File: src/rtl/btb_predict_queue.sv
// Fetch-side BTB lookup with an in-order queue of outstanding predictions and mispredict redirect.
// Optional statistics counters are enabled by defining BTB_PQ_STATS_EN.
module btb_predict_queue #(
    parameter int DEPTH = 4,
    parameter int AW    = 32,
    parameter int CW    = 16
) (
    input  logic            clk,
    input  logic            rst_n,
    input  logic            fetch_valid,
    input  logic [AW-1:0]   fetch_pc,
    output logic            fetch_ready,
    input  logic [7:0]      tbl_v,
    input  logic [8*AW-1:0] tbl_a,
    input  logic [8*AW-1:0] tbl_b,
    input  logic [15:0]     tbl_s,
    output logic            pred_valid,
    output logic            pred_hit,
    output logic            pred_taken,
    output logic [AW-1:0]   pred_npc,
    input  logic            res_valid,
    input  logic [AW-1:0]   res_pc,
    input  logic            res_taken,
    input  logic [AW-1:0]   res_target,
    output logic            redirect,
    output logic [AW-1:0]   redirect_pc,
    output logic            sync_err,
    output logic [CW-1:0]   n_resolved,
    output logic [CW-1:0]   n_mispred
);

    localparam int PW = (DEPTH > 1) ? $clog2(DEPTH) : 1;
    localparam logic [PW:0] FULL_CNT = (PW + 1)'(DEPTH);

    logic [AW-1:0] pc_q  [DEPTH];
    logic [AW-1:0] npc_q [DEPTH];
    logic [PW-1:0] rd_q, rd_d, wr_q, wr_d;
    logic [PW:0]   count_q, count_d;

    logic          pred_valid_q, pred_hit_q, pred_taken_q;
    logic [AW-1:0] pred_npc_q;
    logic          redirect_q;
    logic [AW-1:0] redirect_pc_q;
    logic          sync_err_q, sync_err_d;

    logic          lk_hit, lk_taken;
    logic [AW-1:0] lk_target, lk_npc;

    logic          q_full, q_empty, pop, accept, pc_mismatch, redirect_next;
    logic [AW-1:0] head_pc, head_npc, res_actual;

    // Descending scan so the lowest matching entry is the one left standing.
    always_comb begin
        lk_hit    = 1'b0;
        lk_taken  = 1'b0;
        lk_target = '0;
        for (int i = 7; i >= 0; i--) begin
            if (tbl_v[i] && (tbl_a[i*AW +: AW] == fetch_pc)) begin
                lk_hit    = 1'b1;
                lk_taken  = tbl_s[2*i+1];
                lk_target = tbl_b[i*AW +: AW];
            end
        end
        lk_npc = lk_taken ? lk_target : fetch_pc + AW'(4);
    end

    always_comb begin
        q_full        = (count_q == FULL_CNT);
        q_empty       = (count_q == '0);
        head_pc       = pc_q[rd_q];
        head_npc      = npc_q[rd_q];
        res_actual    = res_taken ? res_target : res_pc + AW'(4);
        pop           = res_valid && !q_empty;
        pc_mismatch   = (head_pc != res_pc);
        redirect_next = pop && ((head_npc != res_actual) || pc_mismatch);
        fetch_ready   = !q_full || res_valid;
        accept        = fetch_valid && fetch_ready && !redirect_next;
        sync_err_d    = sync_err_q || (res_valid && (q_empty || pc_mismatch));
    end

    // A mispredict flushes everything, including a push offered in the same cycle.
    always_comb begin
        rd_d    = rd_q;
        wr_d    = wr_q;
        count_d = count_q;
        if (redirect_next) begin
            rd_d    = '0;
            wr_d    = '0;
            count_d = '0;
        end else begin
            if (pop) begin
                rd_d = rd_q + 1'b1;
            end
            if (accept) begin
                wr_d = wr_q + 1'b1;
            end
            count_d = count_q + {{PW{1'b0}}, accept} - {{PW{1'b0}}, pop};
        end
    end

    always_ff @(posedge clk or negedge rst_n) begin
        if (!rst_n) begin
            rd_q    <= '0;
            wr_q    <= '0;
            count_q <= '0;
            for (int i = 0; i < DEPTH; i++) begin
                pc_q[i]  <= '0;
                npc_q[i] <= '0;
            end
        end else begin
            rd_q    <= rd_d;
            wr_q    <= wr_d;
            count_q <= count_d;
            if (accept) begin
                pc_q[wr_q]  <= fetch_pc;
                npc_q[wr_q] <= lk_npc;
            end
        end
    end

    always_ff @(posedge clk or negedge rst_n) begin
        if (!rst_n) begin
            pred_valid_q  <= 1'b0;
            pred_hit_q    <= 1'b0;
            pred_taken_q  <= 1'b0;
            pred_npc_q    <= '0;
            redirect_q    <= 1'b0;
            redirect_pc_q <= '0;
            sync_err_q    <= 1'b0;
        end else begin
            pred_valid_q <= accept;
            if (accept) begin
                pred_hit_q   <= lk_hit;
                pred_taken_q <= lk_taken;
                pred_npc_q   <= lk_npc;
            end
            redirect_q <= redirect_next;
            if (redirect_next) begin
                redirect_pc_q <= res_actual;
            end
            sync_err_q <= sync_err_d;
        end
    end

    assign pred_valid  = pred_valid_q;
    assign pred_hit    = pred_hit_q;
    assign pred_taken  = pred_taken_q;
    assign pred_npc    = pred_npc_q;
    assign redirect    = redirect_q;
    assign redirect_pc = redirect_pc_q;
    assign sync_err    = sync_err_q;

`ifdef BTB_PQ_STATS_EN
    logic [CW-1:0] n_resolved_q, n_mispred_q;

    // Both counters stick at all-ones rather than wrapping.
    always_ff @(posedge clk or negedge rst_n) begin
        if (!rst_n) begin
            n_resolved_q <= '0;
            n_mispred_q  <= '0;
        end else begin
            if (pop && (n_resolved_q != '1)) begin
                n_resolved_q <= n_resolved_q + 1'b1;
            end
            if (redirect_next && (n_mispred_q != '1)) begin
                n_mispred_q <= n_mispred_q + 1'b1;
            end
        end
    end

    assign n_resolved = n_resolved_q;
    assign n_mispred  = n_mispred_q;
`else
    assign n_resolved = '0;
    assign n_mispred  = '0;
`endif

endmodule

File: config.mk
export PLATFORM = sky130hd
export DESIGN_NAME = btb_predict_queue
export DESIGN_NICKNAME = d
export VERILOG_FILES = /design/src/rtl/btb_predict_queue.sv
export SDC_FILE = /design/constraint.sdc
export NUM_CORES = 1
export LEC_CHECK = 0
export ABC_AREA = 0
export CAP_MARGIN = 20
export CORE_AREA = 3 3 284 286
export DETAILED_ROUTE_END_ITERATION = 10
export DIE_AREA = 0 0 287 289
export GPL_ROUTABILITY_DRIVEN = 0
export PLACE_DENSITY_LB_ADDON = 0.1
export SYNTH_ARGS = -nofsm -noshare
export SYNTH_HDL_FRONTEND = slang
export SYNTH_SLANG_ARGS = --single-unit
File: constraint.sdc
create_clock -name clk -period 8.84 [get_ports clk]
set_clock_uncertainty 0.15 [all_clocks]
set_input_delay 1.326 -clock clk [delete_from_list [all_inputs] [get_ports clk]]
set_output_delay 1.326 -clock clk [all_outputs]
set_load 0.03 [all_outputs]
==> results of run 1 <==
==> stage by stage <==
| step | utilization, % | setup WS (ns) | power (mW) | hold slack (ns) | std cells |
|---|---|---|---|---|---|
| 6_report | 41.14 | 2.517 | 7.212 | 0.3181 | 3833 |
| 5_1_grt | 41.13 | 2.123 | 7.617 | 0.3273 | 3829 |
| 4_1_cts | 41.09 | 2.557 | 7.302 | 0.3225 | 3817 |
| 3_5_place_dp | 39.50 | 1.959 | 5.685 | 0.3096 | 3750 |
| 3_3_place_gp | 39.50 | 1.998 | 5.578 | 0.3110 | 3750 |
| 2_1_floorplan | - | 3.272 | 4.423 | 0.3024 | 2158 |
==> cells in the final DEF, fill, tap and decap left out, drive strengths merged, types with 4 or more instances in the layout <==
cell type        n
and4             5
a2111oi         16
nand2           96
diode           15
xor2           153
o211ai           5
clkbuf          59
ha               8
nand2b           9
mux2i           42
nor2b            4
a41o            22
conb            32
a211oi          23
a31oi            5
and2            19
or4              6
mux4            64
buf             66
nor4            44
clkdlybuf4s50  696
nand3           49
xnor2          215
nor2            61
dfrtp          332
o21a            26
nor3b           35
inv             29
a21boi          33
mux2           329
clkinv           7
o31ai            4
a2bb2oi         11
nand4           58
o221ai          55
and3            12
nor3            23
o21ai           63
a21oi           13
==> worst min path at each step <==
stage                         start        end  slack [ns]
after global routing       sync_err   sync_err        0.33
final                      sync_err   sync_err        0.32
after global placement     sync_err   sync_err        0.31
after floorplan           npc_q[36]  npc_q[36]        0.30
after CTS                  sync_err   sync_err        0.32
after detailed placement   sync_err   sync_err        0.31
==> metal layers <==
metal | up-vias | global-route usage, % | wire length, um
li1 | 8951 | - | -
met1 | 10250 | 34.89 | 48250
met2 | 959 | 49.66 | 59860
met3 | 211 | 6.743 | 8860
met4 | 36 | 8.401 | 3983
met5 | - | 0 | 251
==> logic make-up after synthesis <==
group	count (synthesis)
muxes	435
buffers and inverters	249
DFF	332
and+or+nand+nor	437
other	1
AOI/OAI and AO/OA	294
adders and majority gates	9
xor gates and xnor gates	370
==> synthesized netlist by cell type, drive strengths merged, types with 3 or more instances <==
cell       n
nand3     49
clkbuf    93
buf      126
and2      19
or3        3
ha         8
nand2b     9
o221ai    55
nand2     96
a31o       3
a41o      22
xor2     153
mux4      64
mux2     329
a21boi    33
and3      12
nor3b     35
a2111oi   16
nor3      23
inv       29
a31oi      5
a21oi     13
nor4      44
a2bb2oi   11
nor2b      4
nand4     58
xnor2    215
o211ai     5
or4        6
and4       5
dfrtp    332
o21ai     63
nor2      61
or2        3
o21a      26
a211oi    23
mux2i     42
o31ai      4
==> critical path, cell delays in order <==
cell and delay [ns]:
clkdlybuf4s50_1 0.76, nand4_1 0.51, or4_1 0.61, o211ai_1 0.43, nor2_1 0.10, nand4b_1 0.20
a2111oi_1 0.69, nand4_4 0.36, o21bai_4 0.24, inv_1 0.06, ha_1 0.28, inv_1 0.06
ha_1 0.14, inv_1 0.05, fa_1 0.39, xor2_1 0.18, xnor2_1 0.15, a21oi_1 0.06
==> flip-flops by register name, summed over array words and instances, names as in the netlist <==
signal and count:
npc_q 128, pc_q 128, pred_npc 32, redirect_pc 32, count_q 3, rd_q 2
wr_q 2, pred_hit 1, pred_taken 1, pred_valid 1, redirect 1, sync_err 1
==> area by class of cell <==
class                   count  share of cell area, %
multi-input cells        1577                  42.67
flip-flops and latches    332                  25.70
diodes                     15                 0.1160
repair buffers            762                  23.23
clock buffers              59                  3.590
clock inverters             8                 0.2785
inverters                  30                 0.3481
well taps                1050                  4.062
==> power groups by stage <==
stage               Clock, mW  Sequential [mW]  Combinational [mW]
floorplan                   0             2.83                1.60
global placement            0             2.62                2.96
detailed placement          0             2.68                3.01
CTS                      1.63             2.65                3.02
global route             1.70             2.74                3.18
finish                   1.59             2.65                2.97
==> impl_metrics.csv, run 1 <==
group,metric,value,unit
setup_path,startpoint,"res_pc[6]",
timing,finalCritPeriodShare,71.53,%
route,ant_nets,0,
placed_design,port_buffers,698,
clocking,postCtsResizedCells,0,
setup_path,crit_arrival,6.60,ns
synth,syn-cell-area,23210,um2
synth,yosysSeqAreaShare,35.80,%
worst_hold_path,hold_class,"flip-flop to flip-flop",
worst_hold_path,worstHoldPathCells,1,
power,clock_power_share,22.0,%
timing,tightest_slew,1.098,ns
synth,ys_ff_latch,332,
setup_path,r2r_cells,19,
power,p_leak,12.46,nW
setup_path,crit_fanout,11,
setup_path,end_kind,"flip-flop",
global_route,grt_pass1_vias,21060,
setup_path,worstPathRequired,9.12,ns
global_route,grt_overflow,0,
clocking,clockRootBuffer,"clkbuf_16",
clocking,clk_path_buf_depth,3,
final_layout,layout-drive-gt1-share,14.41,%
timing,tns,0,ns
clocking,postCtsSetupRepairBufs,0,
synth,ys_warn_count,0,
synth,yosysTopAreaCell,"dfrtp_1",
synth,synth-edff-count,0,
synth,synth_adder_area_share,0.5176,%
clocking,cts-htree-levels,2,
clocking,cts_made_buffers,39,
power,combinationalPowerShare,41.2,%
global_route,antenna_found_initial,48,
timing,slew_violations,0,
route,drt-total-wl,121200,um
setup_path,endpoint,"count_q[2]",
power,powerDensity,223.0,nW/um2
floorplan,die_area,82940,um2
setup_path,worst-setup-path-type,"primary input to flip-flop",
setup_path,r2r_slack,3.12,ns
floorplan,coreArea,78610,um2
final_layout,final_area,32340,um2
clocking,clk_latency,0.56,ns
route,via_per_inst,5.324,
power,pwr-share-seq,36.7,%
route,wl_per_cell,31.62,um
final_layout,multi_input_area,13800,um2
synth,synth_area_leaders,"dfrtp_1 (36%), mux2_2 (8.5%), xnor2_1 (8.1%)",
clocking,clk_pin_slew,0.06,ns
timing,period_needed,6.323,ns
timing,max_freq,158.2,MHz
synth,synth.distinct_cells,73,
timing,slew_headroom,26.56,%
floorplan,num_io_pins,739,
timing,hold_viol,0,
run_status,status,"finished clean",
timing,setup_viol,0,
floorplan,fp.dieH,289,um
synth,synth_cells,2127,
clocking,ctsHoldBuffers,0,
final_layout,final_nets,3388,
final_layout,area_growth,39.37,%
synth,ys_async_sr_fraction,100.0,%
placed_design,dp_hpwl,96290,um
power,p_switching,2.466,mW
setup_path,reg2reg_from,"rd_q[1]",
synth,synth_top_cell_area_share,35.80,%
synth,synth_xor_area_share,14.08,%
route,route.detailed.drc,0,
final_layout,seq_area,8313,um2
route,drtIter0Drc,1770,
flow_run,max_cap_violations,0,
clocking,cts_tree,"yes",
floorplan,initial_core_util,29.52,%
timing,rsz0062_at_grt,"no",
global_route,grt_max_degree,185,
placed_design,placed_area,31050,um2
synth,ys.flop_type,"dfrtp_1",
synth,synth_mux_area_share,23.99,%
power,netSwitchingFraction,34.20,%
floorplan,die_x,287,um
setup_path,timing.rr.end,"count_q[2]",
floorplan,num_rows,103,
synth,synth_top_family_by_area,"multiplexers",
power,vdd_ir_drop_max,0.0001527,V
setup_path,start_kind,"primary input",
power,power.internal,4.746,mW
global_route,grt_pass1_wl,166400,um
synth,yosys.area_share.simple,10.30,%
synth,synth_compound_area_share,9.694,%
final_layout,fillers,7677,
route,first_pass_iters,5,
clocking,cts_sinks,332,
route,via_count,20410,
synth,synth_area_per_cell,10.91,um2
global_route,grt_util_all_layers,28.47,%
(Power assumes the default switching activity.)
==> inputs of run 2 (changes only) <==
==> constraint.sdc (replaced) <==
create_clock -name clk -period 5.8 [get_ports clk]
set_clock_uncertainty 0.15 [all_clocks]
set_input_delay 0.87 -clock clk [delete_from_list [all_inputs] [get_ports clk]]
set_output_delay 0.87 -clock clk [all_outputs]
set_load 0.03 [all_outputs]
==> impl_metrics.csv, run 2 (synthesis gave the netlist of run 1 again) <==
group,metric,value,unit
run_status,status,"finished clean",
global_route,grt_pass1_wl,168800,um
final_layout,final_common_cell,"clkdlybuf4s50_1",
setup_path,crit_arrival,5.66,ns
route,route.detailed.drc,0,
placed_design,dp_hpwl,100800,um
placed_design,dp_cells,3871,
power,powerDensity,340.1,nW/um2
clocking,clk_pin_slew,0.06,ns
placed_design,placed_area,32210,um2
setup_path,worstPathRequired,6.07,ns
clocking,ctsHoldBuffers,0,
power,vdd_ir_drop_max,0.0001925,V
final_layout,fillers,7640,
floorplan,die_x,287,um
timing,finalWorstSetupSlack,0.4129,ns
clocking,cts_tree,"yes",
floorplan,num_rows,103,
setup_path,path_buf_inv,3,
timing,slew_headroom,30.32,%
setup_path,timing.critical_path.mode_cell,"buf_4",
floorplan,initial_core_util,29.52,%
clocking,postCtsSetupRepairBufs,0,
floorplan,fp.dieH,289,um
setup_path,worst-setup-path-type,"primary input to flip-flop",
setup_path,critical-path-max-stage-delay,0.93,ns
placed_design,place_ws,-0.04711,ns
route,drt-total-wl,123700,um
timing,slew_violations,0,
flow_run,max_cap_violations,0,
setup_path,cp_top_family,"compound AO/OA/AOI/OAI gates",
global_route,grt_overflow,0,
route,via_per_inst,5.317,
worst_hold_path,hold_class,"primary input to async pin",
route,via_count,21050,
power,p_leak,13.18,nW
clocking,clockRootBuffer,"clkbuf_16",
final_layout,final_area,33650,um2
final_layout,layout-drive-gt1-share,18.22,%
timing,hold_viol,0,
final_layout,area_growth,45.01,%
final_layout,seq_area,8313,um2
final_layout,multi_input_area,13800,um2
global_route,antenna_found_initial,51,
final_layout,mostFrequentLayoutCells,"clkdlybuf4s50_1 (696), dfrtp_1 (330), xnor2_1 (215)",
timing,hold_ws,0.2020,ns
route,wl_per_cell,31.25,um
final_layout,fin_cells,3958,
clocking,postCtsResizedCells,0,
setup_path,path_cells,"clkdlybuf4s50_1 > xnor2_1 > nand4_1 > nor4_1 > buf_4 > nand3_1 > and3_1 > a2111oi_0 > buf_4 > a2bb2oi_1 > mux2i_1 > mux2_2",
timing,period_needed,5.387,ns
timing,tightest_slew,1.032,ns
global_route,grt_max_degree,133,
placed_design,port_buffers,698,
final_layout,final_nets,3510,
setup_path,end_kind,"flip-flop",
final_layout,largestRegisters,"npc_q: 128 flops, pc_q: 128 flops",
power,total_power,11.45,mW
clocking,cts_made_buffers,41,
clocking,clk_path_buf_depth,3,
setup_path,start_kind,"primary input",
floorplan,coreArea,78610,um2
floorplan,num_io_pins,739,
timing,finalCritPeriodShare,92.88,%
route,ant_nets,0,
timing,setup_viol,0,
floorplan,die_area,82940,um2
global_route,grt_pass1_vias,21560,
route,first_pass_iters,7,
clocking,cts_sinks,332,
setup_path,crit_fanout,11,
clocking,clk_latency,0.57,ns
clocking,cts-htree-levels,2,
timing,max_freq,185.6,MHz
timing,rsz0062_at_grt,"no",
global_route,grt_util_all_layers,28.94,%
route,drtIter0Drc,1546,
setup_path,crit_slowest_cell,"a2111oi_0",
[run 2: changes by cell type in the layout (fill, tap and decap cells not counted), sizes merged]
cell	previous run	this run
buf	66	186
clkbuf	59	54
bufinv	1	5
clkinv	7	9
inv	29	31
clkinvlp	1	2
diode	15	16
[run 2: final timing paths]
| kind | startpoint | cells after the start | end | slack (ns) |
|---|---|---|---|---|
| worst max-delay path | fetch_pc[14] | 12 | npc_q[89] | 0.41 |
| worst min-delay path | rst_n | 1 | count_q[0] | 0.20 |
| worst max register to register | rd_q[0] | 20 | count_q[2] | 0.79 |
| worst min register to register | sync_err | 1 | sync_err | 0.33 |
| max in group asynchronous | rst_n | 2 | pc_q[74] | 4.01 |
| min in group clk | sync_err | 1 | sync_err | 0.33 |
[run 2: worst reg2reg max path: stages (launching register included)]
cell and delay (ns):
dfrtp_4 0.73, buf_12 0.30, buf_4 0.22, mux4_2 0.53, xnor2_1 0.16, nand4_1 0.12
nor4_1 0.29, nand2_1 0.26, nor4b_2 0.38, buf_4 0.18, nand4_4 0.08, o21bai_4 0.17
inv_1 0.05, ha_1 0.28, inv_1 0.06, ha_1 0.12, inv_1 0.05, fa_1 0.39
xor2_1 0.16, xnor2_1 0.12, a21oi_1 0.14
[run 2: layout make-up]
type | count | share of cell area (%)
multi-input cells | 1577 | 41.01
repair buffers | 882 | 25.76
flip-flops and latches | 332 | 24.70
well taps | 1050 | 3.904
clock buffers | 54 | 3.499
clock inverters | 17 | 0.6729
inverters | 30 | 0.3346
diodes | 16 | 0.1190
[run 2: power breakdown]
group	total (mW)	switching [mW]	internal, mW
clock network	2.68	1.03	1.65
registers	4.06	0.602	3.45
logic	4.72	2.25	2.47
[run 2: per-stage QoR]
step / TNS, ns / util [%]
after floorplan: 0 / -
after global routing: 0 / 42.78
after detailed placement: -0.1774 / 40.97
after CTS: 0 / 42.76
after global placement: -0.2224 / 40.97
final: 0 / 42.81
[run 2: routing by layer]
| layer | share of wire [%] | vias to the layer above | global-route usage, % |
|---|---|---|---|
| met3 | 7.2 | 206 | 6.711 |
| met5 | 0.20 | - | 0 |
| met2 | 49 | 963 | 50.44 |
| li1 | - | 9192 | - |
| met4 | 3.0 | 40 | 7.828 |
| met1 | 40 | 10640 | 35.89 |
